$ cat src/rtl/button_input_pkg.sv
// Shared definitions for the button front end.
//   in_state_t   : colour-path FSM states
//   COLOR_0..3   : colour codes shared with the controller and display
//   is_onehot    : true when exactly one colour bit is set
//   enc_onehot   : one-hot colour vector to 2-bit colour code
package button_input_pkg;

  typedef enum logic [1:0] {
    IN_IDLE_S       = 2'd0,
    IN_PRESS_DB_S   = 2'd1,
    IN_HELD_S       = 2'd2,
    IN_RELEASE_DB_S = 2'd3
  } in_state_t;

  localparam logic [1:0] COLOR_0 = 2'd0;
  localparam logic [1:0] COLOR_1 = 2'd1;
  localparam logic [1:0] COLOR_2 = 2'd2;
  localparam logic [1:0] COLOR_3 = 2'd3;

  function automatic logic is_onehot(input logic [3:0] v);
    return (v != 4'b0000) && ((v & (v - 4'd1)) == 4'b0000);
  endfunction

  // Only called with a one-hot argument; bit 0 wins any ambiguity.
  function automatic logic [1:0] enc_onehot(input logic [3:0] v);
    logic [1:0] code;
    code = COLOR_0;
    if (v[3]) code = COLOR_3;
    if (v[2]) code = COLOR_2;
    if (v[1]) code = COLOR_1;
    if (v[0]) code = COLOR_0;
    return code;
  endfunction

endpackage

$ cat src/rtl/button_input_btn_debounce.sv
// Single-bit level debouncer: 2-flop synchroniser followed by a stable-count
// filter. The output follows the synchronised input only after it has differed
// from the current output for DB_CYCLES consecutive clocks.
//   CLK     : system clock
//   RST     : synchronous active-high reset
//   BTN_RAW : raw asynchronous button level
//   BTN_DB  : debounced level
module btn_debounce #(
  parameter int unsigned DB_CYCLES = 50000,
  parameter int unsigned CNT_W     = 16
) (
  input  logic CLK,
  input  logic RST,
  input  logic BTN_RAW,
  output logic BTN_DB
);

  localparam logic [CNT_W-1:0] CNT_LAST = CNT_W'(DB_CYCLES - 1);

  logic             meta;
  logic             sync;
  logic             level;
  logic [CNT_W-1:0] cnt;

  always_ff @(posedge CLK) begin
    if (RST) begin
      meta  <= 1'b0;
      sync  <= 1'b0;
      level <= 1'b0;
      cnt   <= '0;
    end else begin
      meta <= BTN_RAW;
      sync <= meta;
      if (sync != level) begin
        if (cnt == CNT_LAST) begin
          level <= sync;
          cnt   <= '0;
        end else begin
          cnt <= cnt + 1'b1;
        end
      end else begin
        // Any return to the current level restarts the count.
        cnt <= '0;
      end
    end
  end

  assign BTN_DB = level;

endmodule

$ cat src/rtl/button_input.sv
// Button front end for the game controller.
// Synchronises and debounces four colour buttons and a start button, rejects
// multi-button presses, and presents one encoded colour whose valid flag stays
// high for the whole debounced press.
//   CLK        : system clock
//   RST        : synchronous active-high reset
//   BTN[3:0]   : raw colour buttons, bit n = colour n
//   BTN_START  : raw start button
//   BTN_CODE   : encoded colour of the accepted press (held until next press)
//   BTN_VALID  : high while a debounced single press is held
//   START_GAME : debounced start-button level
module button_input
  import button_input_pkg::*;
#(
  parameter int unsigned DB_CYCLES = 50000,
  parameter int unsigned CNT_W     = 16
) (
  input  logic       CLK,
  input  logic       RST,
  input  logic [3:0] BTN,
  input  logic       BTN_START,
  output logic [1:0] BTN_CODE,
  output logic       BTN_VALID,
  output logic       START_GAME
);

  localparam logic [CNT_W-1:0] CNT_LAST = CNT_W'(DB_CYCLES - 1);

  logic [3:0]       btn_meta;
  logic [3:0]       btn_sync;

  in_state_t        state,  state_n;
  logic [3:0]       cap,    cap_n;
  logic [CNT_W-1:0] cnt,    cnt_n;
  logic [1:0]       code_q, code_n;
  logic             valid_q, valid_n;

  always_ff @(posedge CLK) begin
    if (RST) begin
      btn_meta <= '0;
      btn_sync <= '0;
    end else begin
      btn_meta <= BTN;
      btn_sync <= btn_meta;
    end
  end

  always_ff @(posedge CLK) begin
    if (RST) begin
      state   <= IN_IDLE_S;
      cap     <= '0;
      cnt     <= '0;
      code_q  <= '0;
      valid_q <= 1'b0;
    end else begin
      state   <= state_n;
      cap     <= cap_n;
      cnt     <= cnt_n;
      code_q  <= code_n;
      valid_q <= valid_n;
    end
  end

  always_comb begin
    state_n = state;
    cap_n   = cap;
    cnt_n   = cnt;
    code_n  = code_q;
    valid_n = valid_q;
    unique case (state)
      IN_IDLE_S: begin
        if (is_onehot(btn_sync)) begin
          cap_n   = btn_sync;
          cnt_n   = '0;
          state_n = IN_PRESS_DB_S;
        end
      end
      IN_PRESS_DB_S: begin
        if (btn_sync != cap) begin
          state_n = IN_IDLE_S;
        end else if (cnt == CNT_LAST) begin
          state_n = IN_HELD_S;
          code_n  = enc_onehot(cap);
          valid_n = 1'b1;
        end else begin
          cnt_n = cnt + 1'b1;
        end
      end
      IN_HELD_S: begin
        // Extra buttons while held are ignored; only a full release counts.
        if (btn_sync == 4'b0000) begin
          cnt_n   = '0;
          state_n = IN_RELEASE_DB_S;
        end
      end
      IN_RELEASE_DB_S: begin
        // Valid stays high here so a release bounce never glitches it.
        if (btn_sync != 4'b0000) begin
          state_n = IN_HELD_S;
        end else if (cnt == CNT_LAST) begin
          valid_n = 1'b0;
          state_n = IN_IDLE_S;
        end else begin
          cnt_n = cnt + 1'b1;
        end
      end
      default: begin
        state_n = IN_IDLE_S;
        valid_n = 1'b0;
      end
    endcase
  end

  assign BTN_CODE  = code_q;
  assign BTN_VALID = valid_q;

  btn_debounce #(
    .DB_CYCLES (DB_CYCLES),
    .CNT_W     (CNT_W)
  ) u_start_db (
    .CLK     (CLK),
    .RST     (RST),
    .BTN_RAW (BTN_START),
    .BTN_DB  (START_GAME)
  );

endmodule

$ cat config.mk
export PLATFORM = sky130hd
export DESIGN_NAME = button_input
export DESIGN_NICKNAME = d
export VERILOG_FILES = /design/src/rtl/button_input_pkg.sv /design/src/rtl/button_input_btn_debounce.sv /design/src/rtl/button_input.sv
export SDC_FILE = /design/constraint.sdc
export NUM_CORES = 1
export LEC_CHECK = 0
export CORE_ASPECT_RATIO = 1.5
export CORE_MARGIN = 10
export CORE_UTILIZATION = 50
export CTS_CLUSTER_SIZE = 14
export DETAILED_ROUTE_END_ITERATION = 10
export HOLD_SLACK_MARGIN = 0.03
export PLACE_DENSITY = 0.76
export SYNTH_ARGS = -nofsm -noshare
export SYNTH_HDL_FRONTEND = slang
export SYNTH_SLANG_ARGS = --single-unit
$ cat constraint.sdc
create_clock -name CLK -period 6 [get_ports CLK]
set_clock_uncertainty 0.15 [all_clocks]
set_input_delay 0.6 -clock CLK [delete_from_list [all_inputs] [get_ports CLK]]
set_output_delay 0.6 -clock CLK [all_outputs]
set_load 0.02 [all_outputs]
==> results.ini <==
[pwr]
power.leakage_nw = 0.819
vdd_drop_max_v = 0.000196
total_power_per_unit_cell_area_nw_per_um2 = 234

[synthesis]
post_synth_main_area_contributors = sky130_fd_sc_hd__dfxtp_1 45%, sky130_fd_sc_hd__xnor2_1 7.5%, sky130_fd_sc_hd__nor2_1 6.3%
synth_warnings = 0
synth_area_leader_cell = sky130_fd_sc_hd__dfxtp_1
synth.avg_cell_area_sq_um = 9.04
synth_edf_count = 0
synth.ff_latch_count = 52
synthesis.nets = 266
syn_inst = 257
syn-cell-area_sq_um = 2320
yosys_most_used_dff = sky130_fd_sc_hd__dfxtp_1
yosys-top-cells-count = 52 x sky130_fd_sc_hd__dfxtp_1, 39 x sky130_fd_sc_hd__nor2_1, 20 x sky130_fd_sc_hd__xnor2_1, 18 x sky130_fd_sc_hd__nand2_1, 11 x sky130_fd_sc_hd__a21oi_1
synth_top_area_share_pct = 44.8
sequential_to_total_area_share_from_yosys_stat_pct = 44.8
synth_cell_types = 41
async_flop_share_pct = 0
synth_most_common_cell = sky130_fd_sc_hd__dfxtp_1

[run_status]
status = finished, final reports clean

[worst_setup_path]
worstSetupStartpointType = flop
slowest_delay_ns = 0.85
cp_data_required_time_ns = 6.02
critPathArrivalTime_ns = 2.67
standard_cell_with_the_maximum_stage_delay_on_the_critical_path = sky130_fd_sc_hd__nor4_2
worstSetupPathType = flop to flop
worstPathCellList = or4_1, nor4_2, nand4_1, mux2i_1, nor2_1
worst_setup_path_end_kind = flop
worst-path-max-fanout = 13

[floorplan]
std_cell_core_area_sq_um = 4500
boundaryPins = 11
fp.dieH_microns = 103
chipWidth_microns = 75.6
row_count = 30
start_util_pct = 51.6
fp.dieArea_sq_um = 7830

[clock_tree]
cts_buffer_depth = 2
clock_tree_from_tritoncts = built
clk_latency_ns = 0.30
clock_sink_count = 52
htree_num_levels = 2
post_cts_sizing_count = 0
cts-hold-fix-buffers = 0
cts_made_buffers = 5
cts_root_buf = sky130_fd_sc_hd__clkbuf_8
clkTransAtPathRegs_ns = 0.09
post-cts-setup-buffers = 0

[timing]
timing.final.ws_setup_ns = 3.35
setup_repair_after_global_routing_missed_its_margin = no
worst_slew_pin_slew_ns = 1.17
timing.final.crit_share_pct = 44.1
fin_setup_tns_ns = 0
relSlewSlack_pct = 22.1
fmaxAchievable_ghz = 0.378
setup-violations-final = 0
final-max-slew-violation-count = 0
final_hold_viol_count = 0
period_minus_slack_ns = 2.65

[placement]
place_congestion = 0.817
dp_worst_setup_slack_ns = 3.39
dp_hpwl_mm = 2.96
numPortBuffers = 10
place_inst = 306
placed_area_sq_um = 2440

[final_layout]
nNetsFinal = 274
multi_input_area_sq_um = 1210
fillCellCount = 405
fin_util_pct = 56.2
regArea_sq_um = 1040
antenna_cells = 0
post_layout_nonfiller_instances = 314
finish.instance_area_sq_um = 2530
flow.area_growth_from_synthesis_pct = 9.00
drive_above_1_share_pct = 5.64

[detailed_routing]
top_layer_used = met4
drc = 0
vias_per_cell = 5.57
detail_route.first_pass.iterations = 4
routed_wl_mm = 4.02
met2_wirelength_mm = 2.11
route.detailed.wl_per_inst_microns = 12.8
vias = 1749
detail_route.iter0.violations = 55
detailroute.wirelength.met3_microns = 80
postRouteAntennaNets = 0
m1WireLength_mm = 1.75

[min_path]
min_path_type = flop to flop

[global_route]
grt_antenna_before_repair = 0
grt_pass1_wl_mm = 7.30
grt_use_total_pct = 11.6
via_count_of_the_first_global_routing_pass = 1734
grt_max_degree = 23
globalRouteOverflowTotal = 0

[run]
max-cap-violations = 0

## final timing paths
path,depth (start not counted),slack (ns),end,from
worst max-delay path,5,3.35,BTN_CODE[1],cnt[7]
worst min-delay path,1,0.30,btn_sync[1],btn_meta[1]
worst max register to register,5,3.35,BTN_CODE[1],cnt[7]
worst min register to register,1,0.30,btn_sync[1],btn_meta[1]
## cell usage in the layout (no fill, tap or decap), drive strengths merged, types with 9 or more instances in the layout
master	instances
a21oi	11
clkdlybuf4s50	10
dfxtp	52
inv	9
nand2	18
nand3	9
nor2	39
nor2b	10
o21ai	9
xnor2	20
## kinds of logic (layout without fill, tap and decap cells)
logic type                 Yosys count  count (layout)  synth area share (%)
xor gates and xnor gates            27              27                  10.2
buffers and inverters               18              27                  3.50
AOI/OAI and AO/OA                   28              28                  8.08
adders and majority gates            2               2                  1.08
DFF                                 52              52                  44.8
and+or+nand+nor                    123             123                  29.3
muxes                                7               7                  3.02
## through the flow
step                hold WS [ns]  total power [W]
floorplan                  0.264         0.000396
global placement           0.269         0.000406
detailed placement         0.277         0.000407
CTS                        0.303         0.000601
global route               0.316         0.000619
finish                     0.295         0.000592
## routing by layer
layer	vias to the layer above	track usage (%)
met1	812	12.4
met4	0	5.02
met5	-	0
met2	21	20.7
met3	9	2.96
li1	907	-
## state kept, by name, indices dropped and copies added, names as in the netlist
name	count
u_start_db.meta	1
btn_sync	4
u_start_db.BTN_DB	1
cnt	16
state	2
btn_meta	4
cap	4
u_start_db.cnt	16
u_start_db.sync	1
BTN_CODE	2
BTN_VALID	1
## power breakdown
part,internal [W],switching (W)
clock,0.0000830,0.000110
sequential,0.000351,0.00000712
combinational,0.0000183,0.0000227
## worst max-delay path: cells and delay by family, from the launching register on
kind	cells	cell delay (ns)
mux	1	0.24
simple gates	4	1.78
flops	1	0.35
## cell type report
class                   instances  area share, %
inverters                       9           1.33
flip-flops and latches         52           41.1
repair buffers                 10           3.95
clock buffers                   6           2.87
multi-input cells             187           47.7
well taps                      48           2.37
clock inverters                 2          0.643
Note: power is estimated with default switching activity, not from simulation.
